<file path="config.mk">
export PLATFORM = sky130hd
export DESIGN_NAME = bit_serializer_tx
export DESIGN_NICKNAME = d
export VERILOG_FILES = /design/src/rtl/bit_serializer_tx.sv
export SDC_FILE = /design/constraint.sdc
export NUM_CORES = 1
export LEC_CHECK = 0
export CELL_PAD_IN_SITES_DETAIL_PLACEMENT = 0
export CELL_PAD_IN_SITES_GLOBAL_PLACEMENT = 1
export CORE_MARGIN = 2
export CORE_UTILIZATION = 30
export CTS_BUF_LIST = sky130_fd_sc_hd__clkbuf_4
export DETAILED_ROUTE_END_ITERATION = 16
export MAX_ROUTING_LAYER = met4
export PLACE_DENSITY_LB_ADDON = 0.3
export SYNTH_ARGS = -nofsm -noshare
export SYNTH_HDL_FRONTEND = slang
export SYNTH_SLANG_ARGS = --single-unit
</file>
<file path="constraint.sdc">
create_clock -name clk -period 2.05 [get_ports clk]
set_input_delay 0.3075 -clock clk [delete_from_list [all_inputs] [get_ports clk]]
set_output_delay 0.3075 -clock clk [all_outputs]
set_load 0.005 [all_outputs]
</file>
<file path="src/rtl/bit_serializer_tx.sv">
// Parallel-to-serial transmitter feeding the 1111001 sequence detectors.
// Words arrive over a valid/ready handshake and leave on x one bit per clock.
// A one-word holding buffer lets consecutive words stream with no idle gap.
module bit_serializer_tx #(
    parameter int WIDTH     = 8,
    parameter bit MSB_FIRST = 1'b1,
    parameter bit IDLE_BIT  = 1'b0
) (
    input  logic             clk,
    input  logic             rst,
    input  logic [WIDTH-1:0] in_data,
    input  logic             in_valid,
    output logic             in_ready,
    output logic             x,
    output logic             x_valid,
    output logic             busy
);

    localparam int CW = $clog2(WIDTH + 1);

    typedef enum logic {
        IDLE  = 1'b0,
        SHIFT = 1'b1
    } state_t;

    state_t           state_q, state_d;
    logic [WIDTH-1:0] shifter_q, shifter_d;
    logic [WIDTH-1:0] hold_q, hold_d;
    logic             hold_full_q, hold_full_d;
    logic [CW-1:0]    cnt_q, cnt_d;

    logic             xfer;
    logic             head_bit;
    logic [WIDTH-1:0] shifted;

    // Head bit and the shifter after one bit has been sent, zero filled.
    always_comb begin
        head_bit = 1'b0;
        shifted  = '0;
        if (MSB_FIRST) begin
            head_bit = shifter_q[WIDTH-1];
            shifted  = {shifter_q[WIDTH-2:0], 1'b0};
        end else begin
            head_bit = shifter_q[0];
            shifted  = {1'b0, shifter_q[WIDTH-1:1]};
        end
    end

    // Register bank; reset discards any partially sent word and the buffer.
    always_ff @(posedge clk or negedge rst) begin
        if (!rst) begin
            state_q     <= IDLE;
            shifter_q   <= '0;
            hold_q      <= '0;
            hold_full_q <= 1'b0;
            cnt_q       <= '0;
        end else begin
            state_q     <= state_d;
            shifter_q   <= shifter_d;
            hold_q      <= hold_d;
            hold_full_q <= hold_full_d;
            cnt_q       <= cnt_d;
        end
    end

    // Next-state logic; the last bit of a word prefers the held word, then a
    // direct load of the incoming word, so word boundaries carry no gap.
    always_comb begin
        state_d     = state_q;
        shifter_d   = shifter_q;
        hold_d      = hold_q;
        hold_full_d = hold_full_q;
        cnt_d       = cnt_q;
        in_ready    = !hold_full_q;
        xfer        = in_valid && !hold_full_q;
        x_valid     = (state_q == SHIFT);
        x           = (state_q == SHIFT) ? head_bit : IDLE_BIT;
        busy        = (state_q == SHIFT) || hold_full_q;

        case (state_q)
            IDLE: begin
                if (xfer) begin
                    shifter_d = in_data;
                    cnt_d     = CW'(WIDTH);
                    state_d   = SHIFT;
                end
            end
            SHIFT: begin
                if (cnt_q > CW'(1)) begin
                    shifter_d = shifted;
                    cnt_d     = cnt_q - CW'(1);
                    if (xfer) begin
                        hold_d      = in_data;
                        hold_full_d = 1'b1;
                    end
                end else if (hold_full_q) begin
                    shifter_d   = hold_q;
                    cnt_d       = CW'(WIDTH);
                    hold_full_d = 1'b0;
                end else if (xfer) begin
                    shifter_d = in_data;
                    cnt_d     = CW'(WIDTH);
                end else begin
                    shifter_d = '0;
                    cnt_d     = '0;
                    state_d   = IDLE;
                end
            end
            default: begin
                state_d = IDLE;
                cnt_d   = '0;
            end
        endcase
    end

endmodule
</file>
# Word-level counts from Yosys, hierarchy flattened
# Cells that the tools add are included.
[word_totals]
out_inout_bits = 4
in_bits = 11
elab_cells = 32
register_bits = 22
[op_classes]
n_bitwise = 1
addsub = 1
reduce_logical = 5
n_lt_le_gt_ge = 1
n_mux = 17
n_eq_ne = 2
[ops]
columns = ["cell", "n"]
rows = [
  ["$mux W8", 4],
  ["$mux W4", 4],
  ["$pmux W8 S2", 1],
  ["$pmux W4 S2", 1],
  ["$mux W1", 6],
  ["$gt A4 B1 Y1 const B", 1],
  ["$ne A2 B2 Y1 const B", 2],
  ["$sub A4 B1 Y4 const B", 1],
  ["$reduce_and A3 Y1", 1],
  ["$pmux W1 S2", 1],
  ["$reduce_and A2 Y1", 1],
  ["$logic_and A1 B1 Y1", 1],
  ["$logic_not A1 Y1", 1],
  ["$logic_or A1 B1 Y1", 1],
  ["$not A1 Y1", 1],
]

# Longest topological paths before layout
[logic_depth]
depth_word = 6
ltp_mapped = 6
depth_no_buf = 6

# Worst setup path before layout
# No wires, ideal clock.
[synth_path]
kind = "register to register"
start = "register cnt_q[0]"
end = "register hold_q[0]"
required_ns = 1.925
arrival_time_ns = 1.520
path_buffers = 0
synth_period_minus_slack_ns = 1.645
stages_incl_launch_ff = 7
path_slack_ns = 0.405
setup_ns = 0.125
path_cell_list = "dfrtp_1 > inv_1 > ha_1 > or2_1 > a21boi_4 > nand2_4 > mux2_4"
[synth_via]
elab_chain_cells = 2
[synth_lines]
columns = ["item", "line", "text"]
rows = [
  ["start: declaration", "30", "logic [CW-1:0] cnt_q, cnt_d;"],
  ["start signal: assignment", "62", "cnt_q <= cnt_d;"],
  ["$gt A4 B1 Y1", "89", "if (cnt_q > CW'(1)) begin"],
  ["$reduce_and A3 Y1 (no source line)", "--", ""],
  ["end signal: assignment", "60", "hold_q <= hold_d;"],
  ["end: declaration", "28", "logic [WIDTH-1:0] hold_q, hold_d;"],
]
# No other way between the ends.
# A chain may end at the register's enable or synchronous reset.

# Final worst setup path
[layout_path]
start = "register state_q, in the netlist x_valid"
end = "output port busy"
[layout_via]
elab_chain_cells = 1
[layout_lines]
columns = ["item", "line", "text"]
rows = [
  ["start: declaration", "26", "state_t state_q, state_d;"],
  ["start signal: assignment", "58", "state_q <= state_d;"],
  ["$logic_or A1 B1 Y1", "78", "busy = (state_q == SHIFT) || hold_full_q;"],
  ["end: declaration", "16", "output logic busy"],
]
# No other way between the ends.

==> impl_metrics.yaml <==
logic_synthesis:
  ys_types: 35
  syn_area_per_cell_um2: 10.8
  syn_area_mm2: 0.00116
  synth_seq_cells: 22
  synthCells: 108
  synthesis.nets: 121
  ys_seq_area_frac: 0.473
  ys.warnings.count: 0
layout:
  layout_common_cells: "dfrtp_1, clkdlybuf4s50_1, nor2_1"
  drive_gt1_frac: 0.167
  areaGrowthSynthToFinish_pct: 20.3
  n_antenna_cell: 0
  nNetsFinal: 140
  stdcell_area_mm2: 0.00140
  layout_commonest_cell: "dfrtp_1"
routing:
  drt_wl_total_um: 2370
  via_per_inst: 5.06
  postRouteAntennaNets: 0
  dr.pass1.iters: 4
  avgRoutedWirePerCell_um: 13.6
  vias: 880
  drc: 0
  first_iter_violations: 56
clock_tree:
  clk_pin_slew_ps: 130
  ctsRootBufferMaster: "clkbuf_4"
  clk_latency_ps: 310
  cts_hold_buf: 0
  postCtsResizedCells: 0
  cts.path.max_buffers: 2
  tritoncts: "built"
  cts_setup_buffers: 0
  cts_buffers: 3
  clkSinkCount: 22
  htree_levels: 1
worst_setup_path:
  cp-end-kind: "output pin"
  critPathLaunch: "x_valid"
  critPathLaunchType: "flop"
  cp_num_buf_inv: 1
  endpoint: "busy"
  path_class: "flop to output pin"
  worstPathArrival_ps: 1630
  r2r-start: "cnt_q[0]"
  reg2reg_to: "shifter_q[6]"
  path_cells: "or2_2 > clkdlybuf4s50_1"
  r2r_cells: 6
  critPathMaxFanout: 13
  required_ps: 1740
  slowest_stage: "dfrtp_1"
  path_depth: 2
  r2r_slack_ps: 200
  critical-path-max-stage-delay_ps: 550
  crit_family: "flip-flops"
floorplanning:
  die_x_um: 66.3
  rows: 22
  die_area_mm2: 0.00440
  die_y_um: 66.3
  io_pins: 15
  start_util: 0.316
  core_area_mm2: 0.00369
timing:
  fmax_ghz: 0.515
  slew_headroom: 0.692
  final_max_slew_viol_count: 0
  worst_slew_pin_slew_ps: 460
  post-route-min-period_ps: 1940
  setup_viol: 0
  fin_ws_ps: 109
  finalCritPeriodShare: 0.947
  finalHoldViolations: 0
  rsz0062_at_grt: "false"
  setup_tns_ps: 0
  fin_skew_ps: 4.26
pwr:
  switching_share: 0.366
  pwr-share-comb: 0.437
  p_leak_nw: 0.599
  power_frac_clock: 0.121
  seq_power_share: 0.442
  power_density_mw_per_mm2: 1240
  p_int_w: 0.00110
  switchingPower_w: 0.000636
  ir_drop_uv: 447
  power_w: 0.00174
placed_design:
  gp_congestion: 0.755
  place_area_mm2: 0.00138
  port_buffers: 14
  hpwl_um: 1720
  pre_cts_ws_ps: 192
status:
  status: "completed"
flow_run:
  drv_cap: 0
grt:
  grt_pass1_vias: 883
  grt_first_pass_wirelength_um: 4100
  antenna_found_initial: 0
  grt.overflow.total: 0
  grtUsageTotal: 0.127
  grt_max_degree: 23
min_path:
  hp-class: "input pin to async pin"
registers in the layout, summed over array words and instances (netlist names):
register and flops:
hold_q 8, shifter_q 8, cnt_q 4, hold_full_q 1
x_valid 1
worst min-delay path by stage:
stage | cells after the start | startpoint | to
after floorplan | 0 | rst | cnt_q[0]
after global placement | 1 | shifter_q[4] | shifter_q[4]
after detailed placement | 1 | hold_q[2] | shifter_q[2]
after CTS | 2 | rst | hold_q[3]
after global routing | 2 | rst | shifter_q[0]
final | 2 | rst | shifter_q[2]
kinds of logic (layout without fill, tap and decap cells):
| family | Yosys count | count (layout) | share of synthesized area |
|---|---|---|---|
| multiplexers | 12 | 12 | 0.125 |
| AND/OR/NAND/NOR | 37 | 37 | 0.168 |
| flip-flops | 22 | 22 | 0.473 |
| AO/OA/AOI/OAI | 24 | 24 | 0.174 |
| buffers and inverters | 11 | 29 | 0.0397 |
| adder cells (fa/ha/maj) | 2 | 2 | 0.0215 |
per-stage QoR:
| stage | cells | util | hold slack [ps] |
|---|---|---|---|
| floorplan | 108 | - | 11.9 |
| global placement | 170 | 0.373 | 482 |
| detailed placement | 170 | 0.373 | 494 |
| CTS | 174 | 0.380 | 343 |
| global route | 174 | 0.380 | 357 |
| finish | 174 | 0.380 | 334 |
final cells by class:
class,instances,area (µm²)
multi-input combinational,75,568
inverter,7,26.3
clock buffer,3,22.5
timing repair buffer,18,170
clock inverter,1,3.75
sequential,22,551
fill,390,2290
tap,48,60.1
power groups by stage:
stage / clock [W] / combinational, W / sequential, W
6_report: 0.000210 / 0.000760 / 0.000769
5_1_grt: 0.000228 / 0.000853 / 0.000798
4_1_cts: 0.000214 / 0.000769 / 0.000770
3_5_place_dp: 0 / 0.000765 / 0.000779
3_3_place_gp: 0 / 0.000748 / 0.000772
2_1_floorplan: 0 / 0.000615 / 0.000716
cells in the mapped netlist, drive strengths merged:
library cell  instances  area [µm²]
nand2b                2        12.5
mux2i                 4        40.0
nor4b                 2        17.5
o31ai                 1        21.3
nor3                  1        5.00
nor2                 12        47.6
a32oi                 1        8.76
and3                  1        7.51
ha                    2        25.0
nand2                 9        41.3
and2b                 2        15.0
or2                   3        18.8
a22oi                 4        30.0
o22ai                 2        12.5
a31oi                 1        6.26
a221o                 4        40.0
a21boi                1        18.8
buf                   2        12.5
mux2                  8         105
inv                   7        26.3
dfrtp                22         551
o21ai                 4        20.0
o21bai                1        7.51
clkbuf                2        7.51
nor4                  1        6.26
and2                  3        18.8
nand3                 1        5.00
a211oi                1        7.51
a21oi                 2        10.0
o32a                  2        20.0
layer usage:
layer / vias up / wire, µm / part of all wire / GRT usage
li1: 424 / - / - / -
met1: 435 / 1180 / 0.50 / 0.163
met2: 19 / 1080 / 0.45 / 0.199
met3: 2 / 97 / 0.041 / 0.0426
met4: 0 / 16 / 0.0067 / 0.0204
met5: - / 0 / 0 / -
Note: power is estimated with default switching activity, not from simulation.
